File: src/rtl/mips_pc_pkg.sv
// Shared types, default vectors and redirect-priority helper for the fetch-side PC sequencer.
package mips_pc_pkg;

  typedef enum logic [1:0] {BOOT, FETCH, DRAIN} pc_state_t;

  typedef enum logic [1:0] {REDIR_NONE, REDIR_BRANCH, REDIR_JUMP, REDIR_EXC} redir_t;

  localparam int          DEFAULT_INSTR_BYTES  = 4;
  localparam logic [31:0] DEFAULT_RESET_VECTOR = 32'h0000_0000;
  localparam logic [31:0] DEFAULT_EXC_VECTOR   = 32'h0000_0080;

  function automatic redir_t redirect_sel(input logic exception, input logic jump,
                                          input logic branch_taken);
    if (exception)         return REDIR_EXC;
    else if (jump)         return REDIR_JUMP;
    else if (branch_taken) return REDIR_BRANCH;
    else                   return REDIR_NONE;
  endfunction

endpackage

File: src/rtl/pc_sequencer_next_pc_mux.sv
// Priority select of redirect target, sequential pc_plus4 or hold; target also feeds the pending latch.
// Optional PC_MISALIGN_TRAP_EN: misaligned jump/branch targets are replaced by EXC_VECTOR.
module next_pc_mux
  import mips_pc_pkg::*;
#(
  parameter int                      ADDRESS_SIZE = 32,
  parameter logic [ADDRESS_SIZE-1:0] EXC_VECTOR   = ADDRESS_SIZE'(DEFAULT_EXC_VECTOR),
  parameter int                      INSTR_BYTES  = DEFAULT_INSTR_BYTES
) (
  input  logic                    exception,
  input  logic                    jump,
  input  logic                    branch_taken,
  input  logic [ADDRESS_SIZE-1:0] jump_target,
  input  logic [ADDRESS_SIZE-1:0] branch_target,
  input  logic [ADDRESS_SIZE-1:0] pc,
  input  logic [ADDRESS_SIZE-1:0] pc_plus4,
  input  logic                    advance,
  output logic                    redirect,
  output logic [ADDRESS_SIZE-1:0] target,
  output logic [ADDRESS_SIZE-1:0] next_pc
`ifdef PC_MISALIGN_TRAP_EN
  ,
  output logic                    misaligned
`endif
);

  localparam logic [ADDRESS_SIZE-1:0] LOW_MASK = ADDRESS_SIZE'(INSTR_BYTES - 1);

  redir_t                  sel;
  logic [ADDRESS_SIZE-1:0] raw;

  always_comb begin
    sel = redirect_sel(exception, jump, branch_taken);
    raw = pc;
    case (sel)
      REDIR_EXC:    raw = EXC_VECTOR;
      REDIR_JUMP:   raw = jump_target;
      REDIR_BRANCH: raw = branch_target;
      default:      raw = pc;
    endcase
  end

  assign redirect = (sel != REDIR_NONE);

`ifdef PC_MISALIGN_TRAP_EN
  assign misaligned = ((sel == REDIR_JUMP) || (sel == REDIR_BRANCH)) && (|(raw & LOW_MASK));
  assign target     = misaligned ? (EXC_VECTOR & ~LOW_MASK) : (raw & ~LOW_MASK);
`else
  assign target     = raw & ~LOW_MASK;
`endif

  assign next_pc = redirect ? target : (advance ? pc_plus4 : pc);

endmodule

File: src/rtl/pc_sequencer.sv
// Fetch-side PC owner: sequences the PC against a ready/request imem port and drains redirected fetches.
// Optional PC_MISALIGN_TRAP_EN adds misalign_err and traps misaligned jump/branch targets.
module pc_sequencer
  import mips_pc_pkg::*;
#(
  parameter int                      ADDRESS_SIZE = 32,
  parameter logic [ADDRESS_SIZE-1:0] RESET_VECTOR = ADDRESS_SIZE'(DEFAULT_RESET_VECTOR),
  parameter logic [ADDRESS_SIZE-1:0] EXC_VECTOR   = ADDRESS_SIZE'(DEFAULT_EXC_VECTOR),
  parameter int                      INSTR_BYTES  = DEFAULT_INSTR_BYTES
) (
  input  logic                    clk,
  input  logic                    reset,
  input  logic                    stall,
  input  logic                    exception,
  input  logic                    jump,
  input  logic [ADDRESS_SIZE-1:0] jump_target,
  input  logic                    branch_taken,
  input  logic [ADDRESS_SIZE-1:0] branch_target,
  output logic                    imem_req,
  output logic [ADDRESS_SIZE-1:0] imem_addr,
  input  logic                    imem_ready,
  input  logic [31:0]             imem_rdata,
  output logic [31:0]             instr,
  output logic                    instr_valid,
  output logic [ADDRESS_SIZE-1:0] pc,
  output logic [ADDRESS_SIZE-1:0] pc_plus4
`ifdef PC_MISALIGN_TRAP_EN
  ,
  output logic                    misalign_err
`endif
);

  pc_state_t               state;
  logic [ADDRESS_SIZE-1:0] pending;
  logic [ADDRESS_SIZE-1:0] target;
  logic [ADDRESS_SIZE-1:0] next_pc;
  logic                    redirect;
  logic                    advance;
`ifdef PC_MISALIGN_TRAP_EN
  logic                    misaligned;
`endif

  // pc stays on the outstanding address during DRAIN, so it doubles as the fetch address
  assign pc_plus4  = pc + ADDRESS_SIZE'(INSTR_BYTES);
  assign imem_addr = pc;
  assign imem_req  = (state == DRAIN) || ((state == FETCH) && !stall);
  assign advance   = imem_ready && !stall;

  next_pc_mux #(
    .ADDRESS_SIZE (ADDRESS_SIZE),
    .EXC_VECTOR   (EXC_VECTOR),
    .INSTR_BYTES  (INSTR_BYTES)
  ) u_next_pc_mux (
    .exception     (exception),
    .jump          (jump),
    .branch_taken  (branch_taken),
    .jump_target   (jump_target),
    .branch_target (branch_target),
    .pc            (pc),
    .pc_plus4      (pc_plus4),
    .advance       (advance),
    .redirect      (redirect),
    .target        (target),
    .next_pc       (next_pc)
`ifdef PC_MISALIGN_TRAP_EN
    ,
    .misaligned    (misaligned)
`endif
  );

  always_ff @(posedge clk or posedge reset) begin
    if (reset) begin
      state       <= BOOT;
      pc          <= RESET_VECTOR;
      pending     <= '0;
      instr       <= '0;
      instr_valid <= 1'b0;
`ifdef PC_MISALIGN_TRAP_EN
      misalign_err <= 1'b0;
`endif
    end else begin
      instr_valid <= 1'b0;
`ifdef PC_MISALIGN_TRAP_EN
      misalign_err <= 1'b0;
`endif
      case (state)
        BOOT: state <= FETCH;
        FETCH: begin
          // a redirect against an unanswered request must let that request complete first
          if (redirect && imem_req && !imem_ready) begin
            pending <= target;
            state   <= DRAIN;
          end else begin
            pc <= next_pc;
          end
          if (advance && !redirect) begin
            instr       <= imem_rdata;
            instr_valid <= 1'b1;
          end
`ifdef PC_MISALIGN_TRAP_EN
          misalign_err <= misaligned;
`endif
        end
        DRAIN: begin
          if (redirect) pending <= target;
          if (imem_ready) begin
            pc    <= redirect ? target : pending;
            state <= FETCH;
          end
`ifdef PC_MISALIGN_TRAP_EN
          misalign_err <= misaligned;
`endif
        end
        default: state <= BOOT;
      endcase
    end
  end

endmodule

File: config.mk
export PLATFORM = sky130hd
export DESIGN_NAME = pc_sequencer
export DESIGN_NICKNAME = d
export VERILOG_FILES = /design/src/rtl/mips_pc_pkg.sv /design/src/rtl/pc_sequencer_next_pc_mux.sv /design/src/rtl/pc_sequencer.sv
export SDC_FILE = /design/constraint.sdc
export NUM_CORES = 1
export LEC_CHECK = 0
export ABC_AREA = 1
export CORE_MARGIN = 4
export CORE_UTILIZATION = 31
export DETAILED_ROUTE_END_ITERATION = 10
export DONT_BUFFER_PORTS = 1
export GPL_TIMING_DRIVEN = 0
export HOLD_SLACK_MARGIN = 0.05
export SYNTH_ARGS = -nofsm -noshare
export SYNTH_HDL_FRONTEND = slang
export SYNTH_SLANG_ARGS = --single-unit
File: constraint.sdc
create_clock -name clk -period 4.1 [get_ports clk]
set_clock_uncertainty 0.1 [all_clocks]
set_input_delay 0.82 -clock clk [delete_from_list [all_inputs] [get_ports clk]]
set_output_delay 0.82 -clock clk [all_outputs]
set_load 0.1 [all_outputs]
Yosys cells after proc, flatten, opt, wreduce, memory -nomap -nowiden. Index checks and enable logic that the tools add are counted.

Register bits after elaboration: 99. Output and inout bits: 130. Logic and storage cells: 48. Input bits: 103.

Add/subtract/negate cells: 1. Multiplexer cells: 17. Reductions and logical operators: 16. Equal/unequal tests: 9.

Operator list (number): $mux W32 (6); $pmux W32 S2 (2); $pmux W32 S3 (1); $add A32 B3 Y32 const B (1); $mux W2 (4); $eq A2 B2 Y1 const B (3); $pmux W2 S3 (1); $reduce_and A2 Y1 (3); $logic_and A1 B1 Y1 (5); $eq A2 B1 Y1 const B (2); $ne A2 B2 Y1 const B (2); $reduce_and A4 Y1 (1); $reduce_bool A2 Y1 (2); $logic_not A1 Y1 (3); $mux W1 (3); $ne A3 B3 Y1 const B (1); $logic_not A2 Y1 (1); $ne A2 B1 Y1 const B (1); $logic_or A1 B1 Y1 (1).

Longest topological paths before layout. Gate-level depths: netlist (run 1).

Depth in word-level cells: 8. Depth in mapped cells: 12. Mapped depth without buffers: 12.

By module. Synthesis (run 1) repeated with hierarchy kept, for this count alone.

Cell total of the unflattened synthesis: 1252. Area, all modules: 7639.8 µm².

Modules (own cells, without submodules): pc_sequencer (cells an instance 880, sequential area each 2477.4 µm², area an instance 6114.6 µm², times used 1); next_pc_mux (cells an instance 372, sequential area each 0.0 µm², area an instance 1525.2 µm², times used 1).

Worst setup path before layout (run 1). No wires, ideal clock.

Kind: register to output. Start point: register pc[2], in the netlist imem_addr[2]. End point: output port pc_plus4[15]. Stages on the path, launching flop included: 6. Path slack: -572 ps. Arrival time: 3752 ps. Required time: 3180 ps. Buffers on the path: 0. Cells stage by stage: dfrtp_1 > inv_1 > nor2_2 > nand2_1 > nor2_4 > xor2_1.

Longest elaborated chain between the ends: 1.

RTL lines: start: declaration (RTL line pc_sequencer.sv:25) `output logic [ADDRESS_SIZE-1:0] pc,`; start signal: assignment (RTL line pc_sequencer.sv:94) `pc <= next_pc;`; start signal: assignment (RTL line pc_sequencer.sv:107) `pc <= redirect ? target : pending;`; $add A32 B3 Y32 (RTL line pc_sequencer.sv:44) `assign pc_plus4 = pc + ADDRESS_SIZE'(INSTR_BYTES);`; end: declaration (RTL line pc_sequencer.sv:26) `output logic [ADDRESS_SIZE-1:0] pc_plus4`.

Every way passes these cells.

Worst setup path after layout (run 1).
Start point: register pc[3], in the netlist imem_addr[3]. End point: output port pc_plus4[16].

Same word-level chain as after synthesis.

==> metrics.md, run 1 <==
| Metric | Value |
|---|---|
| Crit path cell chain | ha_1 -> nand3_2 -> nor2_2 -> nand3_1 -> xnor2_4 |
| Synth top area share | 36.5% |
| Starting DRT DRC Count | 354 |
| Synth top area cells | dfrtp_1 (37%), nand2_1 (19%), inv_1 (8.0%), nor2_1 (6.0%), o21ai_0 (5.9%) |
| First-pass GRT wire length | 33500 um |
| Largest net degree at the start of global routing | 53 |
| # diodes | 0 |
| Met3 Use GR | 5.46% |
| Vias | 6357 |
| Commonest non-fill, non-tap cell in the layout | nand2_1 |
| WL/cell | 16.3 um |
| H-Tree Level Count | 3 |
| Chip Height | 156 um |
| Met2 Use GR | 28.9% |
| Synthesis Warnings | 0 |
| Fin crit share | 97.3% |
| GRT overflow | 0 |
| DRC | 0 |
| Area leader, netlist | dfrtp_1 |
| Site row count | 53 |
| Mapped Cells | 1022 |
| Most used routing layer | met2 |
| Worst-margin pin slew | 1.21 ns |
| R2R setup slack | 0.82 ns |
| Worst skew pair latency | 0.35 ns |
| Num Clock Sinks | 99 |
| Final HPWL DP | 16600 um |
| Final std cells w/o fill | 1322 |
| CP Max Fanout | 7 |
| Setup crit start | imem_addr[3] |
| Via/cell ratio | 4.81 |
| Startpoint Class | register |
| Slowest stage delay, CP | 0.76 ns |
| Final hold violation count | 0 |
| Worst Setup End Kind | output pin |
| FF+latch count, synth | 99 |
| Setup ws final | 0.111 ns |
| Initial Utilization | 31.8% |
| Met1 GRT Util | 21.9% |
| Core area | 21300 sq um |
| Post-synthesis sequential area ratio | 36.5% |
| RSZ-0062 raised after global routing | no |
| Detail Route Antenna Nets | 0 |
| Drt total wl | 21600 um |
| R2R Path Start | imem_addr[3] |
| Slowest cell on crit path | dfrtp_2 |
| Max-Cap Viols | 0 |
| CTS tree | yes |
| Die area | 24300 sq um |
| Max_slew headroom | 19.0% |
| Unique masters post-synth | 32 |
| Family with the most delay on the worst path | simple AND/OR/NAND/NOR gates |
| Num ports | 233 |
| Levels on crit path | 5 |
| Post-Syn Area per Cell | 6.63 sq um |
| Port bufs | 0 |
| Final Setup Violations | 0 |
| Clock Tree Buf Depth | 2 |
| Dpl cells | 1306 |
| Status | complete, no violations |
| Share of post-route cells with drive strength above 1 | 16.2% |
| Worst min path class | input pin to asynchronous set/reset pin |
| R2r worst-path depth | 10 |
| Final nets | 1146 |
| Cts bufs inserted | 9 |
| CP required | 3.18 ns |
| Critical path class | register to output pin |
| CTS clock-pin slew for the worst setup and hold paths | 0.07 ns |
| Initial antenna violation count | 0 |
| Root Driver | clkbuf_16 |
| Fmax | 251 MHz |
| Post-Synthesis Net Count | 1126 |
| Overall routing resource usage | 17.5% |
| Max-slew violation count | 0 |
| First drt pass iteration count | 5 |
| RR Endpoint | imem_addr[8] |
| CP Buf/Inv Count | 0 |
| Place WS | -0.405 ns |
| Fin crit period | 3.99 ns |
| Die Wd | 156 um |
| Hold slack | 0.312 ns |
| RD Place Congestion | 0.929 |
| Syn Std Cell Area | 6780 sq um |
| Vias in the first global route | 6120 |
| Arrival @ worst endpoint | 3.07 ns |
| Layout area overhead | 16.5% |
| Post-CTS setup buffer count | 0 |
| Commonest cells after routing, fill and taps aside | nand2_1 (330), inv_1 (142), nor2_1 (108) |
## registers in the layout (all words and copies together), names as in the netlist
| signal | count |
|---|---|
| state | 2 |
| instr | 32 |
| imem_addr | 32 |
| instr_valid | 1 |
| pending | 32 |
## final cells by class
cell class	instances	area, sq um
fillers	2255	13400
multi-input cells	699	3490
flip-flops and latches	99	2500
inverters	150	572
plain buffers	74	465
well taps	275	344
clock buffers	12	256
repair buffers	9	153
clock inverters	4	120
## routing by layer
metal | wire [um] | vias to the layer above
met5 | 0 | -
met4 | 483 | 0
met3 | 1870 | 30
li1 | - | 3153
met2 | 10200 | 252
met1 | 9020 | 2922
## worst max-delay path by stage
stage,end
after CTS,pc_plus4[12]
after global routing,pc_plus4[16]
after global placement,pending[12]
after detailed placement,pc_plus4[15]
final,pc_plus4[16]
after floorplan,pc_plus4[15]
## timing repair
action | 4_1_cts | 5_1_grt
setup endpoints to repair | 26 | 12
gates resized for setup | 20 | 14
pin swaps | 1 | 0
hold buffers | 0 | 0
## Yosys cell counts, drive strengths merged
cell type / number
a31oi: 3
nand2: 344
buf: 60
inv: 150
xor2: 13
nor2: 120
a21oi: 53
nor3: 1
o21ai: 105
nand4: 1
dfrtp: 99
nand3b: 6
and2: 2
nand3: 28
xnor2: 1
ha: 1
clkbuf: 14
o22ai: 21
## logic make-up (layout without fill, tap and decap cells)
| logic type | after synthesis | in the layout | share of synthesized area [%] |
|---|---|---|---|
| AOI/OAI and AO/OA | 182 | 182 | 15.8 |
| xor gates and xnor gates | 14 | 14 | 2.03 |
| adders and majority gates | 1 | 1 | 0.185 |
| buffers and inverters | 224 | 249 | 15.2 |
| DFF | 99 | 99 | 36.5 |
| and+or+nand+nor | 502 | 502 | 30.2 |
## worst register-to-register path: stages (launching register included)
cell and delay, ns:
dfrtp_2 0.76, ha_1 0.40, nand3_2 0.18, nor2_2 0.37
xor2_2 0.97, nand2_1 0.10, nand3_1 0.11, nand2_1 0.05
nand2_1 0.08, nand2_1 0.05, nand2_1 0.05
## metrics by stage
step                      setup TNS (ns)  utilization (%)  area [sq um]
after floorplan                  -0.0570                -          6870
after detailed placement           -3.19             34.8          7400
after global placement            -83.27             33.9          7220
final                                  0             37.1          7900
after global routing                   0             37.1          7900
after CTS                        -0.0942             36.9          7850
Power of run 1 is not shown: default switching activity piles up to over one toggle a cycle in this logic, so the estimate is an artifact.
==> inputs of run 2 (changes only) <==
- REMOVE_ABC_BUFFERS: unset -> 1
==> run 2 against run 1 <==
Net effect: first-iteration DRC count increased by 29%; cell count decreased by 1.2%; design area increased by 3.4%; sequential share of layout area decreased by 0.73 points; die area unchanged; routed wire length decreased by 3.5%; critical path type unchanged; critical endpoint is now pc_plus4[28]; largest cell class unchanged.
==> metrics.md, run 2 (same netlist as run 1, synthesis figures left out) <==
| Metric | Value |
|---|---|
| Status | complete, no violations |
| Fmax | 257 MHz (+2.7%) |
| Max_slew headroom | 5.31% (-14 points) |
| Final Setup Violations | 0 (unchanged) |
| Drt total wl | 20800 um (-3.5%) |
| Via/cell ratio | 4.81 (+0.13%) |
| Overall routing resource usage | 17.0% (-0.48 points) |
| Final hold violation count | 0 (unchanged) |
| Critical path class | register to output pin |
| Chip Height | 156 um (unchanged) |
| Initial Utilization | 31.8% (unchanged) |
| Initial antenna violation count | 0 (unchanged) |
| H-Tree Level Count | 3 (unchanged) |
| Detail Route Antenna Nets | 0 (unchanged) |
| Vias in the first global route | 6009 (-1.8%) |
| Starting DRT DRC Count | 455 (+29%) |
| Site row count | 53 (unchanged) |
| R2r worst-path depth | 8 (-2) |
| R2R Path Start | state[0] |
| Cts bufs inserted | 9 (unchanged) |
| CTS tree | yes |
| Total Neg Setup Slack | 0 ns (unchanged) |
| First-pass GRT wire length | 32600 um (-2.4%) |
| Max-Cap Viols | 0 (unchanged) |
| GRT overflow | 0 (unchanged) |
| Max-slew violation count | 0 (unchanged) |
| Dpl cells | 1290 (-1.2%) |
| CP Max Fanout | 6 (-1) |
| Worst Setup End Kind | output pin |
| CTS clock-pin slew for the worst setup and hold paths | 0.08 ns (about the same) |
| DRC | 0 (unchanged) |
| Final std cells w/o fill | 1306 (-1.2%) |
| Num Clock Sinks | 99 (unchanged) |
| Share of post-route cells with drive strength above 1 | 15.9% (-0.33 points) |
| RSZ-0062 raised after global routing | no |
| Root Driver | clkbuf_16 |
| Commonest cells after routing, fill and taps aside | nand2_1 (335), inv_1 (143), nor2_1 (109) |
| Die Wd | 156 um (unchanged) |
| Core area | 21300 sq um (unchanged) |
| Num ports | 233 (unchanged) |
| Vias | 6288 (-1.1%) |
| First drt pass iteration count | 7 (+2) |
| Layout area overhead | 20.5% |
| Fin crit share | 94.7% (-2.6 points) |
| Die area | 24300 sq um (unchanged) |
| Commonest non-fill, non-tap cell in the layout | nand2_1 |
| Final HPWL DP | 15000 um (-9.4%) |
| Hold slack | 0.324 ns (+0.0115 ns) |
| Final nets | 1130 (-1.4%) |
| Worst skew pair latency | 0.36 ns (about the same) |
| Port bufs | 0 (unchanged) |
| # hold bufs at CTS | 0 (unchanged) |
| Startpoint Class | register |
| RR Endpoint | pending[17] |
| Final core utilization | 38.4% (+1.3 points) |
| Worst-margin pin slew | 1.42 ns (+0.206 ns) |
| Post-CTS setup buffer count | 0 (unchanged) |
| Arrival @ worst endpoint | 2.96 ns (-0.11 ns) |
| Largest net degree at the start of global routing | 65 (+23%) |
| Fin crit period | 3.88 ns (-0.105 ns) |
| WL/cell | 15.9 um (-2.3%) |
| CP required | 3.18 ns (about the same) |
| Clock Tree Buf Depth | 2 (unchanged) |
| RD Place Congestion | 0.816 (-12%) |
| R2R setup slack | 0.89 ns (+0.07 ns) |
| # diodes | 0 (unchanged) |
| Worst min path class | input pin to asynchronous set/reset pin |
run 2: critical path: stages, from the launching register on:
cell and delay [ns]:
dfrtp_2 0.41, buf_12 0.26, ha_1 0.32, nand2_1 0.08, nor2_1 0.20, nand2_2 0.21, nor2_2 0.25, nand3_1 0.11
nand2_1 0.75
run 2: cell type report:
cell class                      count  area [sq um]
Clock buffer                        9           225
Clock inverter                      7          70.1
Fill cell                        2199         13100
Inverter                          150           568
Multi-Input combinational cell    699          3390
Sequential cell                    99          2530
Tap cell                          275           344
Timing Repair Buffer               67          1040
run 2: layer usage:
layer | up-vias | wire length, um | global-route usage [%] | part of all wire, %
met1 | 2902 | 8950 | 21.3 | 43
met3 | 14 | 1660 | 5.77 | 8.0
met5 | - | 0 | 0 | 0
li1 | 3129 | - | - | -
met2 | 243 | 10000 | 28.4 | 48
met4 | 0 | 157 | 3.96 | 0.76
run 2: worst max-delay path by stage:
| stage | to | slack [ns] | startpoint | cells after the start |
|---|---|---|---|---|
| 2_1_floorplan | pc_plus4[15] | -1.45 | imem_addr[2] | 5 |
| 3_3_place_gp | pc_plus4[11] | -1.95 | imem_addr[2] | 5 |
| 3_5_place_dp | pc_plus4[13] | 0.34 | imem_addr[12] | 6 |
| 4_1_cts | pc_plus4[14] | 0.004 | imem_addr[13] | 6 |
| 5_1_grt | pc_plus4[31] | 0.06 | imem_addr[17] | 7 |
| 6_report | pc_plus4[28] | 0.22 | imem_addr[3] | 8 |
run 2: metrics by stage:
stage	setup slack, ns	area [sq um]
detailed placement	0.338	7840
floorplan	-1.45	6310
CTS	0.00417	8160
global route	0.0642	8170
finish	0.216	8170
global placement	-1.95	6660
run 2: what timing repair did:
item / 4_1_cts / 5_1_grt
cloned: 0 / 0
resized for setup: 2 / 6
endpoints found under the setup margin: 2 / 10
hold endpoints to repair: 0 / 0
Power of run 2 is left out for the same reason.
